[src/rtl/io_bus_if.sv]
// ---------------------------------------------------------------------------
// io_bus_if
//   Host side of the CPU I/O data bus (d_io cycles) as seen by the I/O fabric.
//   master : the CPU, drives the request and receives data/ack.
//   slave  : the fabric, answers the request.
// Signals
//   data_m_access   host I/O request, held high until data_m_ack
//   data_m_addr     host word address [ADDR_WIDTH-1:1]
//   data_m_wr_en    host write
//   data_m_data_in  read data to host, valid while data_m_ack
//   data_m_ack      one-cycle completion pulse
// ---------------------------------------------------------------------------
interface io_bus_if #(
    parameter int ADDR_WIDTH = 16,
    parameter int DATA_WIDTH = 16
);
    logic                  data_m_access;
    logic [ADDR_WIDTH-1:1] data_m_addr;
    logic                  data_m_wr_en;
    logic [DATA_WIDTH-1:0] data_m_data_in;
    logic                  data_m_ack;

    modport master (
        output data_m_access, data_m_addr, data_m_wr_en,
        input  data_m_data_in, data_m_ack
    );

    modport slave (
        input  data_m_access, data_m_addr, data_m_wr_en,
        output data_m_data_in, data_m_ack
    );
endinterface

[src/rtl/io_bus_fabric.sv]
// ---------------------------------------------------------------------------
// io_bus_fabric
//   I/O-space decoder and response fabric for the CPU data bus. Decodes the
//   host address against a base/mask table into a registered one-hot chip
//   select, returns the selected peripheral's read data, answers unmapped
//   ports (data 0) and hung peripherals (data all ones) itself, and keeps
//   sticky error information about timed-out accesses.
// Ports
//   clk          system clock
//   reset        asynchronous, active-high
//   host         io_bus_if.slave: access/addr/wr_en in, data_in/ack out
//   cs           registered one-hot peripheral select
//   periph_ack   per-slot acknowledge
//   periph_data  per-slot read data, slot 0 in LSBs
//   err_clr      clears err_timeout and err_count
//   err_timeout  sticky: a timeout has occurred
//   err_addr     address of the last timed-out access
//   err_wr       wr_en of the last timed-out access
//   err_count    saturating timeout count
// ---------------------------------------------------------------------------
module io_bus_fabric #(
    parameter int NUM_PORTS  = 8,
    parameter int ADDR_WIDTH = 16,
    parameter int DATA_WIDTH = 16,
    parameter int TIMEOUT    = 64,
    parameter logic [NUM_PORTS*ADDR_WIDTH-1:0] PORT_BASE = '0,
    parameter logic [NUM_PORTS*ADDR_WIDTH-1:0] PORT_MASK = '1
) (
    input  logic                            clk,
    input  logic                            reset,
    io_bus_if.slave                         host,
    output logic [NUM_PORTS-1:0]            cs,
    input  logic [NUM_PORTS-1:0]            periph_ack,
    input  logic [NUM_PORTS*DATA_WIDTH-1:0] periph_data,
    input  logic                            err_clr,
    output logic                            err_timeout,
    output logic [ADDR_WIDTH-1:1]           err_addr,
    output logic                            err_wr,
    output logic [7:0]                      err_count
);

    localparam int IDX_W = (NUM_PORTS > 1) ? $clog2(NUM_PORTS) : 1;
    localparam int CNT_W = $clog2(TIMEOUT);
    localparam logic [CNT_W-1:0] CNT_LAST = CNT_W'(TIMEOUT - 1);

    typedef enum logic [1:0] {IDLE, BUSY, ACK} state_t;

    state_t                state, state_next;
    logic [IDX_W-1:0]      sel_idx;
    logic [CNT_W-1:0]      count;
    logic [DATA_WIDTH-1:0] rd_data;

    logic                  hit;
    logic [IDX_W-1:0]      hit_idx;
    logic [NUM_PORTS-1:0]  hit_onehot;
    logic [ADDR_WIDTH-1:0] addr_full;
    logic [DATA_WIDTH-1:0] periph_word [NUM_PORTS];

    // FSM strobes consumed by the datapath register block.
    logic accept, miss, take_ack, take_timeout, abort;

    assign addr_full = {host.data_m_addr, 1'b0};

    // Address decode. Scanning from the top slot down lets the lowest
    // matching slot overwrite any higher one, so priority falls out naturally.
    // NOTE: every signal written here gets a default before the loop, so no
    // path leaves it unassigned and no latch is inferred.
    always_comb begin
        hit        = 1'b0;
        hit_idx    = '0;
        hit_onehot = '0;
        for (int i = NUM_PORTS - 1; i >= 0; i--) begin
            if ((addr_full & PORT_MASK[i*ADDR_WIDTH +: ADDR_WIDTH]) ==
                (PORT_BASE[i*ADDR_WIDTH +: ADDR_WIDTH] & PORT_MASK[i*ADDR_WIDTH +: ADDR_WIDTH])) begin
                hit           = 1'b1;
                hit_idx       = IDX_W'(i);
                hit_onehot    = '0;
                hit_onehot[i] = 1'b1;
            end
        end
    end

    always_comb begin
        for (int i = 0; i < NUM_PORTS; i++) begin
            periph_word[i] = periph_data[i*DATA_WIDTH +: DATA_WIDTH];
        end
    end

    // NOTE: sequential state uses non-blocking assignments so every register
    // samples pre-edge values, independent of statement order.
    always_ff @(posedge clk or posedge reset) begin
        if (reset) begin
            state <= IDLE;
        end else begin
            state <= state_next;
        end
    end

    // Next-state logic. A host abort outranks a late ack (the host has gone),
    // and a peripheral ack outranks a timeout in the same cycle.
    always_comb begin
        state_next   = state;
        accept       = 1'b0;
        miss         = 1'b0;
        take_ack     = 1'b0;
        take_timeout = 1'b0;
        abort        = 1'b0;
        case (state)
            IDLE: begin
                if (host.data_m_access) begin
                    if (hit) begin
                        accept     = 1'b1;
                        state_next = BUSY;
                    end else begin
                        miss       = 1'b1;
                        state_next = ACK;
                    end
                end
            end
            BUSY: begin
                if (!host.data_m_access) begin
                    abort      = 1'b1;
                    state_next = IDLE;
                end else if (periph_ack[sel_idx]) begin
                    take_ack   = 1'b1;
                    state_next = ACK;
                end else if (count == CNT_LAST) begin
                    take_timeout = 1'b1;
                    state_next   = ACK;
                end
            end
            ACK:     state_next = IDLE;
            default: state_next = IDLE;
        endcase
    end

    // Datapath and error registers.
    // NOTE: every register here is reset, so an abort by reset leaves no
    // stale select, data or error state behind.
    always_ff @(posedge clk or posedge reset) begin
        if (reset) begin
            cs          <= '0;
            sel_idx     <= '0;
            count       <= '0;
            rd_data     <= '0;
            err_timeout <= 1'b0;
            err_addr    <= '0;
            err_wr      <= 1'b0;
            err_count   <= '0;
        end else begin
            if (accept) begin
                cs      <= hit_onehot;
                sel_idx <= hit_idx;
            end else if (abort || take_ack || take_timeout) begin
                cs <= '0;
            end

            if (accept) begin
                count <= '0;
            end else if (state == BUSY) begin
                count <= count + CNT_W'(1);
            end

            if (miss) begin
                rd_data <= '0;
            end else if (take_ack) begin
                rd_data <= periph_word[sel_idx];
            end else if (take_timeout) begin
                rd_data <= '1;
            end

            // A timeout coinciding with err_clr counts as the first new error.
            if (take_timeout) begin
                err_timeout <= 1'b1;
                err_addr    <= host.data_m_addr;
                err_wr      <= host.data_m_wr_en;
                if (err_clr) begin
                    err_count <= 8'd1;
                end else if (err_count != 8'hff) begin
                    err_count <= err_count + 8'd1;
                end
            end else if (err_clr) begin
                err_timeout <= 1'b0;
                err_count   <= '0;
            end
        end
    end

    assign host.data_m_ack     = (state == ACK);
    assign host.data_m_data_in = rd_data;

endmodule

[src/flat_wrapper.sv]
// flat-port wrapper written by rule: the top's interface ports become plain ports
module io_bus_fabric_flat 
#(
    parameter int NUM_PORTS  = 8,
    parameter int ADDR_WIDTH = 16,
    parameter int DATA_WIDTH = 16,
    parameter int TIMEOUT    = 64,
    parameter logic [NUM_PORTS*ADDR_WIDTH-1:0] PORT_BASE = '0,
    parameter logic [NUM_PORTS*ADDR_WIDTH-1:0] PORT_MASK = '1
)
  (clk, reset, cs, periph_ack, periph_data, err_clr, err_timeout, err_addr, err_wr, err_count, host_data_m_access, host_data_m_addr, host_data_m_wr_en, host_data_m_data_in, host_data_m_ack);
  io_bus_if #(.ADDR_WIDTH(ADDR_WIDTH), .DATA_WIDTH(DATA_WIDTH)) host_i ();
  input  logic clk;
  input  logic reset;
  output logic [NUM_PORTS-1:0] cs;
  input  logic [NUM_PORTS-1:0] periph_ack;
  input  logic [NUM_PORTS*DATA_WIDTH-1:0] periph_data;
  input  logic err_clr;
  output logic err_timeout;
  output logic [ADDR_WIDTH-1:1] err_addr;
  output logic err_wr;
  output logic [7:0] err_count;
  input wire logic [$bits(host_i.data_m_access)-1:0] host_data_m_access;
  input wire logic [$bits(host_i.data_m_addr)-1:0] host_data_m_addr;
  input wire logic [$bits(host_i.data_m_wr_en)-1:0] host_data_m_wr_en;
  output wire logic [$bits(host_i.data_m_data_in)-1:0] host_data_m_data_in;
  output wire logic [$bits(host_i.data_m_ack)-1:0] host_data_m_ack;
  assign host_i.data_m_access = host_data_m_access;
  assign host_i.data_m_addr = host_data_m_addr;
  assign host_i.data_m_wr_en = host_data_m_wr_en;
  assign host_data_m_data_in = host_i.data_m_data_in;
  assign host_data_m_ack = host_i.data_m_ack;
  io_bus_fabric #(.NUM_PORTS(NUM_PORTS), .ADDR_WIDTH(ADDR_WIDTH), .DATA_WIDTH(DATA_WIDTH), .TIMEOUT(TIMEOUT), .PORT_BASE(PORT_BASE), .PORT_MASK(PORT_MASK)) u_core (.clk(clk), .reset(reset), .host(host_i), .cs(cs), .periph_ack(periph_ack), .periph_data(periph_data), .err_clr(err_clr), .err_timeout(err_timeout), .err_addr(err_addr), .err_wr(err_wr), .err_count(err_count));
endmodule
[config.mk]
export PLATFORM = sky130hd
export DESIGN_NAME = io_bus_fabric_flat
export DESIGN_NICKNAME = d
export VERILOG_FILES = /design/src/rtl/io_bus_if.sv /design/src/rtl/io_bus_fabric.sv /design/src/flat_wrapper.sv
export SDC_FILE = /design/constraint.sdc
export NUM_CORES = 1
export LEC_CHECK = 0
export BUFFER_PORTS_ARGS = -buffer_cell sky130_fd_sc_hd__buf_2
export CAP_MARGIN = 20
export CELL_PAD_IN_SITES_DETAIL_PLACEMENT = 1
export CELL_PAD_IN_SITES_GLOBAL_PLACEMENT = 1
export CORE_UTILIZATION = 25
export DETAILED_ROUTE_END_ITERATION = 6
export PLACE_DENSITY = 0.84
export SLEW_MARGIN = 20
export SYNTH_ARGS = -nofsm -noshare
export SYNTH_HDL_FRONTEND = slang
export SYNTH_SLANG_ARGS = --single-unit
[constraint.sdc]
create_clock -name clk -period 2.5 [get_ports clk]
set_clock_uncertainty 0.2 [all_clocks]
set_input_delay 0 -clock clk [delete_from_list [all_inputs] [get_ports clk]]
set_output_delay 0 -clock clk [all_outputs]
set_load 0.01 [all_outputs]
==> qor.yml, run 1 <==
status: "completed"
critPathKind: "reg -> reg"
grt_pass1_wl_microns: 12160
clkTransAtPathRegs_ps: 100
synth-simple-area-share_pct: 29.96
syn_inst: 248
vias: 2283
synth_edf_count: 0
post-route-util_pct: 37.26
grt_use_total_pct: 15.76
cp_slowest_cell: "or4_4"
finalSetupViolCount: 0
worst_slew_pin_slew_ps: 760.2
postSynthAreaPerCell_sq_um: 9.364
fin_tns_setup_ps: 0
multiInputGateArea_sq_um: 952.2
worstPathArrival_ps: 2320
critPathCaptureType: "register"
drive_gt1_share_pct: 28.69
grt_max_degree: 21
p_leak_uw: 0.001721
cts_tree: "done"
drv_slew: 0
synthFlopType: "dfrtp_1"
path_max_fanout: 18
syn2layout_area_growth_pct: 41.97
place_congestion: 0.7396
dieArea_sq_mm: 0.009679
placed_cell_area_sq_mm: 0.002813
antenna_cells: 0
synth_xor_area_share_pct: 1.886
firstDrtPassIters: 6
fillers: 1052
maxSlewHeadroom_pct: 49.09
p_per_area_mw_per_mm2: 460.7
timing.fmax_ghz: 0.4387
cts_resized: 0
detail_route.wl_per_cell_microns: 15.27
antenna_found_initial: 0
synth_top_family_by_area: "simple AND/OR/NAND/NOR gates"
startpoint_type: "register"
critPathBufInv: 0
finalHoldViolCount: 0
synthAdderAreaFrac_pct: 1.078
finalPower_uw: 1519
h-tree-depth: 2
drv_cap: 0
drc: 0
cts.sinks: 50
place_hpwl_microns: 4654
numCtsBuffers: 5
yosys_warnings: 0
min_period_over_period_pct: 91.17
grt_pass1_vias: 2446
postCtsSetupBuffers: 0
hold_slack_ps: 241.1
vdd_ir_drop_max_mv: 0.2356
final_antenna_net_count: 0
ff_latch_area_sq_mm: 0.001251
synth_area_leaders: "dfrtp_1 (54%), nand2_1 (8.7%), nor3_1 (7.3%)"
die_y_microns: 98.38
ys_types: 43
synthArstFlopShare_pct: 100.0
via_per_inst: 4.816
final_nets: 523
yosys-mux-area-fraction_pct: 0.4310
period_needed_ps: 2279
core_region_area_sq_mm: 0.008848
fp-row-count: 34
die_w_microns: 98.38
syn-cell-area_sq_mm: 0.002322
min_path_type: "in -> reg"
yosysTopAreaCell: "dfrtp_1"
rsz0062_at_grt: "false"
clk_latency_ps: 310
seq_area_frac_synth_pct: 53.88
synth_compound_area_share_pct: 6.034
start_util_pct: 26.24
crit_required_ps: 2550
path_cells: "ha_1 > nand3_1 > or4_4 > or4_1 > a21oi_1"
drt-initial-drc-count: 80
portBuffers: 79
ys_ff_latch: 50
postLayoutCellArea_sq_mm: 0.003297
clockRootBuffer: "clkbuf_8"
critical-path-top-delay-family: "simple AND/OR/NAND/NOR gates"
slowest_delay_ps: 620
clock_path_buffers: 2
grt-ovfl-total: 0
synth_top_cell_area_share_pct: 53.88
io_pins: 206
routed_wl_microns: 7239
## what timing repair did
| action | 4_1_cts | 5_1_grt |
|---|---|---|
| endpoints found under the setup margin | 0 | 0 |
| endpoints found under the hold margin | 94 | 0 |
| hold buffers | 37 | 0 |
## path summary, 6_finish.rpt
| kind | startpoint | to | slack (ps) | depth (start not counted) |
|---|---|---|---|---|
| min reg2reg | u_core.err_addr[10] | u_core.err_addr[10] | 280 | 2 |
| max | u_core.count[0] | u_core.err_count[4] | 220 | 5 |
| min in group asynchronous | reset | u_core.err_wr | 580 | 4 |
| max reg2reg | u_core.count[0] | u_core.err_count[4] | 220 | 5 |
| max in group asynchronous | reset | u_core.state[1] | 910 | 5 |
| min | host_data_m_addr[2] | u_core.err_addr[3] | 240 | 4 |
## registers in the layout, indices dropped and copies added (netlist names)
signal	flops
u_core.err_addr	15
u_core.host.data_m_data_in	16
u_core.err_wr	1
u_core.cs	1
u_core.count	6
u_core.err_count	8
u_core.err_timeout	1
u_core.state	2
## cell families (layout without fill, tap and decap cells)
| logic type | count (synthesis) | after routing |
|---|---|---|
| mux | 1 | 1 |
| other cells | 1 | 7 |
| simple gates | 145 | 145 |
| compound gates | 20 | 20 |
| xor+xnor | 5 | 5 |
| fa+ha+maj | 2 | 2 |
| flops | 50 | 50 |
| buf+inv | 24 | 136 |
## cell usage after synthesis (2+ instances only)
master / number
a21oi_1: 5
nand4_1: 3
ha_1: 2
nand3_1: 4
dfrtp_1: 50
o31ai_1: 4
inv_1: 3
nor3_1: 34
xor2_1: 4
and3_1: 4
or3_1: 2
nor4_1: 3
clkbuf_1: 8
nor2b_1: 4
clkbuf_8: 2
o211ai_1: 2
buf_2: 2
nand2_1: 54
buf_4: 7
nor2_1: 26
or4_1: 3
## metal layers
layer  track usage, %  vias to the layer above  wire [microns]
li1                 -                     1070               -
met1            18.69                     1143            3068
met2            28.71                       57            3791
met3            3.150                       13             245
met4            4.592                        0             133
met5                0                        -               0
## worst min-delay path: stages
cell	delay (ps)
dlygate4sd3_1	520
buf_2	110
nand2_1	50
nand2_1	40
## report_power, final
part           internal [uW]  leakage (uW)  switching (uW)
registers                809      0.000666            1.21
clock network            298     0.0000504             285
logic                   65.5       0.00100            59.8
## stage by stage
stage / worst slack, ps / std cells
detailed placement: 225.4 / 429
CTS: 207.1 / 474
finish: 220.8 / 474
global route: 89.71 / 474
floorplan: 423.4 / 254
global placement: 264.3 / 429
## final cells by class
cell class              count  share of cell area [%]
clock buffers               5                   2.087
well taps                 108                   4.099
flip-flops and latches     50                   37.95
multi-input cells         180                   28.88
repair buffers            125                   25.28
inverters                   3                  0.3416
clock inverters             3                   1.366
## placed cells by master, fill, tap and decap left out, types with 3 or more instances in the layout
cell type	synthesis	routed
a21oi_1	5	5
and3_1	4	4
buf_2	2	79
buf_4	7	9
clkbuf_8	2	5
conb_1	1	7
dfrtp_1	50	50
dlygate4sd3_1	0	37
nand2_1	54	54
nand3_1	4	4
nand4_1	3	3
nor2_1	26	26
nor2b_1	4	3
nor3_1	34	34
nor4_1	3	3
o31ai_1	4	4
or4_1	3	3
xor2_1	4	4
Note: power is estimated with default switching activity, not from simulation.
==> inputs of run 2 (changes only) <==
--- a/config.mk
+++ b/config.mk
@@ -10,7 +10,9 @@
 export CELL_PAD_IN_SITES_DETAIL_PLACEMENT = 1
 export CELL_PAD_IN_SITES_GLOBAL_PLACEMENT = 1
 export CORE_UTILIZATION = 25
+export CTS_CLUSTER_DIAMETER = 80
 export DETAILED_ROUTE_END_ITERATION = 6
+export GPL_TIMING_DRIVEN = 0
 export PLACE_DENSITY = 0.84
 export SLEW_MARGIN = 20
 export SYNTH_ARGS = -nofsm -noshare
==> run 2 against run 1 <==
Worst setup slack worse by 46 ps; sequential share of layout area fell by 0.61 points; sequential power hardly changed; combinational power up 7%; clock power decreased by 22%; register-to-register slack lost 50 ps; maximum frequency fell by 2.0%; total power fell by 7.9%; critical path type unchanged; critical path depth up 1; non-clock buffer count rose by 12.
==> qor.yml, run 2 (same netlist as run 1, synthesis figures left out) <==
status: "completed"
fin_tns_setup_ps: 0
largest_reg_flops: 16
clockRootBuffer: "clkbuf_8"
vias: 2275
grtUsageMet3_pct: 3.006
final_cells: 485
final_antenna_net_count: 0
drc: 0
place_hpwl_microns: 4976
grt_pass1_vias: 2512
h-tree-depth: 2
p_per_area_mw_per_mm2: 417.4
busiest_layer: "met2"
timing.fmax_ghz: 0.4302
grt_use_total_pct: 15.88
fp-row-count: 34
finalHoldViolCount: 0
grt_use_met2_pct: 28.33
drive_gt1_share_pct: 28.91
via_per_inst: 4.691
portBuffers: 78
postCtsSetupBuffers: 0
r2r-start: "u_core.count[0]"
numCtsBuffers: 5
clk_latency_ps: 300
clkTransAtPathRegs_ps: 100
critPathKind: "reg -> reg"
critical-path-top-delay-family: "simple AND/OR/NAND/NOR gates"
io_pins: 206
fillers: 1051
crit_required_ps: 2480
drv_cap: 0
core_region_area_sq_mm: 0.008848
startpoint_type: "register"
place_congestion: 0.7421
final_nets: 535
crit_start: "u_core.count[0]"
min_period_over_period_pct: 92.99
firstDrtPassIters: 5
cp_slowest_cell: "or4_4"
antenna_cells: 0
worst_slew_pin_slew_ps: 613.3
clock_path_buffers: 2
critPathCaptureType: "register"
syn2layout_area_growth_pct: 44.29
maxSlewHeadroom_pct: 58.81
period_needed_ps: 2325
cts_tree: "done"
grt_pass1_wl_microns: 12340
vdd_ir_drop_max_mv: 0.2003
finalSetupViolCount: 0
start_util_pct: 26.24
drv_slew: 0
antenna_found_initial: 0
mostFrequentLayoutCell: "buf_2"
cts.sinks: 50
placed_cells: 441
drt-initial-drc-count: 81
grt-ovfl-total: 0
most-common-layout-cells: "buf_2 (80), nand2_1 (54), dfrtp_1 (50), dlygate4sd3_1 (37), nor3_1 (34)"
finalPower_uw: 1399
detail_route.wl_per_cell_microns: 15.06
rsz0062_at_grt: "false"
critPathBufInv: 1
grt_use_met1_pct: 19.17
grt_max_degree: 27
p_leak_uw: 0.001766
slowest_delay_ps: 550
worstPathArrival_ps: 2300
min_path_type: "in -> async"
dieArea_sq_mm: 0.009679
path_cells: "ha_1 > nand3_1 > or4_4 > clkbuf_8 > o311ai_0 > o41ai_1"
die_y_microns: 98.38
routed_wl_microns: 7302
path_max_fanout: 10
die_w_microns: 98.38
==> run 2: cell types whose count changed in the layout (fill, tap and decap cells not counted), moves of 2 or more <==
| cell | change |
|---|---|
| clkbuf_1 | +6 |
| clkinvlp_4 | -2 |
| buf_4 | -2 |
| clkbuf_2 | +2 |
| clkinv_2 | +2 |
| clkbuf_8 | +2 |
==> run 2: where the power goes <==
group | total, uW | internal [uW] | leakage (uW) | switching, uW
Combinational | 134 | 73.8 | 0.00106 | 60.3
Clock | 454 | 189 | 0.0000438 | 265
Sequential | 810 | 809 | 0.000666 | 1.14
Total | 1400 | 1070 | 0.00177 | 327
==> run 2: cell type report <==
cell class	count	area, sq um	share of cell area, %
Inverter	3	11.26	0.3361
Clock inverter	2	10.01	0.2987
Timing Repair Buffer	116	780.7	23.30
Tap cell	108	135.1	4.033
Buffer	21	143.9	4.294
Multi-Input combinational cell	180	949.7	28.34
Sequential cell	50	1251	37.34
Clock buffer	5	68.82	2.054
==> run 2: path summary, 6_finish.rpt <==
path	end	slack [ps]	depth (start not counted)
max	u_core.err_count[7]	180	6
min	u_core.err_addr[14]	120	3
max reg2reg	u_core.err_count[7]	180	6
min reg2reg	u_core.err_addr[10]	280	2
max in group asynchronous	u_core.host.data_m_data_in[14]	1430	4
min in group clk	u_core.err_addr[10]	250	4
==> run 2: what timing repair did <==
| item | in CTS | in global routing |
|---|---|---|
| hold buffers | 37 | 0 |
| hold endpoints to repair | 67 | 0 |
| endpoints found under the setup margin | 15 | 6 |
| resized for setup | 1 | 4 |
==> run 2: worst min-delay path, cell delays in order <==
cell	delay [ps]
dlygate4sd3_1	530
buf_2	120
inv_2	430
==> run 2: layer usage <==
layer	share of wire (%)	wire, microns	up-vias
met5	0	0	-
met4	2.4	172	0
met3	3.4	247	16
met2	52	3809	57
met1	42	3074	1119
li1	-	-	1083
==> run 2: metrics by stage <==
stage	hold WS, ps	setup WS, ps	cell area [sq um]	utilization, %
floorplan	-94.56	423.4	2345	-
global placement	-6.472	-65.63	2870	32.44
detailed placement	-89.46	-130.3	2890	32.66
CTS	128.7	85.38	3348	37.84
global route	173.1	38.85	3351	37.87
finish	121.6	175.2	3351	37.87
==> inputs of run 3 (changes only) <==
--- a/config.mk
+++ b/config.mk
@@ -5,6 +5,7 @@
 export SDC_FILE = /design/constraint.sdc
 export NUM_CORES = 1
 export LEC_CHECK = 0
+export ABC_AREA = 1
 export BUFFER_PORTS_ARGS = -buffer_cell sky130_fd_sc_hd__buf_2
 export CAP_MARGIN = 20
 export CELL_PAD_IN_SITES_DETAIL_PLACEMENT = 1
@@ -13,7 +14,8 @@
 export CTS_CLUSTER_DIAMETER = 80
 export DETAILED_ROUTE_END_ITERATION = 6
 export GPL_TIMING_DRIVEN = 0
-export PLACE_DENSITY = 0.84
+export HOLD_SLACK_MARGIN = 0.08
+export PLACE_DENSITY = 0.83
 export SLEW_MARGIN = 20
 export SYNTH_ARGS = -nofsm -noshare
 export SYNTH_HDL_FRONTEND = slang
==> run 3 against run 2 <==
Via count grew 8.6%; final area is 8.8% higher; sequential share of layout area fell by 3.0 points; non-clock buffer count did not move; sequential cell count unchanged; clock power is 27% higher; global-route usage decreased by 0.28 points; worst setup slack improved by 120 ps.
==> qor.yml, run 3 <==
status: "completed"
mostFrequentLayoutCell: "nand2_1"
antenna_cells: 0
r2r-start: "u_core.count[0]"
fp-row-count: 36
p_per_area_mw_per_mm2: 421.6
place_hpwl_microns: 5315
dieArea_sq_mm: 0.01037
detail_route.wl_per_cell_microns: 13.48
synthTopCellsByCount: "nand2_1 (89), nor2_1 (51), dfrtp_1 (50)"
drt-initial-drc-count: 57
placed_cell_area_sq_mm: 0.003097
synth_area_leaders: "dfrtp_1 (50%), nand2_1 (13%), nor2_1 (7.7%)"
vdd_ir_drop_max_mv: 0.2646
placed_cells: 528
comb_power_share_pct: 9.7
synth_most_common_cell: "nand2_1"
fin_tns_setup_ps: 0
path_max_fanout: 8
r2r-end: "u_core.host.data_m_data_in[10]"
syn-cell-area_sq_mm: 0.002492
io_pins: 206
worstPathArrival_ps: 2240
syn_inst: 309
min_to: "u_core.err_addr[7]"
grt_pass1_vias: 2690
clkTransAtPathRegs_ps: 100
drc: 0
ys_types: 31
rrSetupSlack_ps: 290
seq_area_frac_synth_pct: 50.20
seq_power_share_pct: 52.7
numCtsBuffers: 5
final_antenna_net_count: 0
synth_edf_count: 0
grt_max_degree: 33
via_per_inst: 4.259
firstDrtPassIters: 4
routed_wl_microns: 7817
portBuffers: 79
synthFlopType: "dfrtp_1"
rsz0062_at_grt: "false"
clock_path_buffers: 2
most-common-layout-cells: "nand2_1 (89), buf_2 (81), nor2_1 (51), dfrtp_1 (50), dlygate4sd3_1 (44)"
die_w_microns: 101.8
yosys_warnings: 0
ys_ff_latch: 50
postSynthAreaPerCell_sq_um: 8.066
critPathKind: "reg -> reg"
timing.fmax_ghz: 0.4533
drive_gt1_share_pct: 27.74
syn2layout_area_growth_pct: 46.29
drv_slew: 0
startpoint_type: "register"
cts.sinks: 50
pre_cts_ws_ps: 520.8
holdPathStages: 4
grt-ovfl-total: 0
grt_use_total_pct: 15.60
critPathCaptureType: "register"
min_period_over_period_pct: 88.25
clk_latency_ps: 300
postLayoutCellArea_sq_mm: 0.003646
crit_required_ps: 2540
core_region_area_sq_mm: 0.009729
final_cells: 580
antenna_found_initial: 0
min-delay-start: "host_data_m_addr[6]"
vias: 2470
largest_reg_flops: 16
power.switching_uw: 355.8
cts_tree: "done"
grt_pass1_wl_microns: 12570
fin_ws_ps: 293.7
die_y_microns: 101.8
final_nets: 604
yosysTopAreaCell: "dfrtp_1"
finalPower_uw: 1537
finalSetupViolCount: 0
synthArstFlopShare_pct: 100.0
clockRootBuffer: "clkbuf_8"
period_needed_ps: 2206
intPower_uw: 1182
min_path_type: "in -> reg"
switching_share_pct: 23.14
start_util_pct: 25.62
synth_top_cell_area_share_pct: 50.20
finalHoldViolCount: 0
p_leak_uw: 0.002009
place_congestion: 0.8067
h-tree-depth: 2
p_clk_share_pct: 37.6
drv_cap: 0
reg2reg_depth: 8
-- run 3: cell types whose count changed in the layout (fill, tap and decap cells not counted), sizes merged, moves of 5 or more --
cell         change
nand2           +36
nor3            -33
nor2            +29
inv             +26
nand3           +18
or2             +17
o21ai           +13
clkbuf          -10
dlygate4sd3      +7
and3             -5
-- run 3: area by class of cell --
cell class	instances	area (sq um)
buffer	13	107.6
clock buffer	5	68.82
clock inverter	3	40.04
fill	1217	6083
inverter	30	112.6
multi-input combinational	222	1044
sequential	50	1251
tap	133	166.4
timing repair buffer	124	855.8
-- run 3: worst max-delay path by stage --
stage,from,endpoint,slack [ps],depth (start not counted)
global placement,reset,u_core.err_count[3],370,2
detailed placement,u_core.count[0],u_core.err_count[0],520,7
CTS,u_core.count[0],u_core.host.data_m_data_in[10],280,8
finish,u_core.count[0],u_core.host.data_m_data_in[10],290,8
floorplan,u_core.err_count[0],u_core.err_count[5],860,9
global route,u_core.err_count[0],u_core.err_count[1],110,8
-- run 3: layer usage --
layer  global-route usage [%]  routed length, microns  vias to the layer above
met5                        0                       0                        -
met4                    2.747                      40                        0
met3                    2.873                     289                        6
met2                    30.82                    4285                       59
met1                    17.44                    3201                     1196
li1                         -                       -                     1209
-- run 3: timing repair --
item / 4_1_cts / 5_1_grt
buffers inserted: 0 / 0
gates resized for setup: 0 / 0
hold endpoints to repair: 94 / 0
hold buffers: 44 / 0
-- run 3: per-stage QoR --
step | hold WS [ps] | utilization, %
finish | 243.7 | 37.47
global route | 288.2 | 37.47
CTS | 224.0 | 37.47
detailed placement | -165.3 | 31.83
global placement | 1.755 | 31.62
floorplan | -136.9 | -
-- run 3: kinds of logic after synthesis --
logic type	after synthesis	synth area share [%]
buffers and inverters	43	8.835
and+or+nand+nor	192	34.34
adders and majority gates	2	1.004
xor gates and xnor gates	3	1.054
DFF	50	50.20
AOI/OAI and AO/OA	18	4.418
other	1	0.1505
-- run 3: power by group through the flow --
stage / Combinational [uW] / Sequential, uW / Clock (uW)
2_1_floorplan: 51.1 / 827 / 0
3_3_place_gp: 94.3 / 827 / 0
3_5_place_dp: 102 / 827 / 0
4_1_cts: 147 / 811 / 603
5_1_grt: 165 / 811 / 622
6_report: 149 / 811 / 578
-- run 3: critical path, cell delays in order (launching register included) --
cell	delay, ps
dfrtp_1	400
ha_1	200
nand3_1	120
nor2_2	230
nand2_2	140
nand2_4	130
nor2_1	50
nor2_1	100
dlygate4sd3_1	570
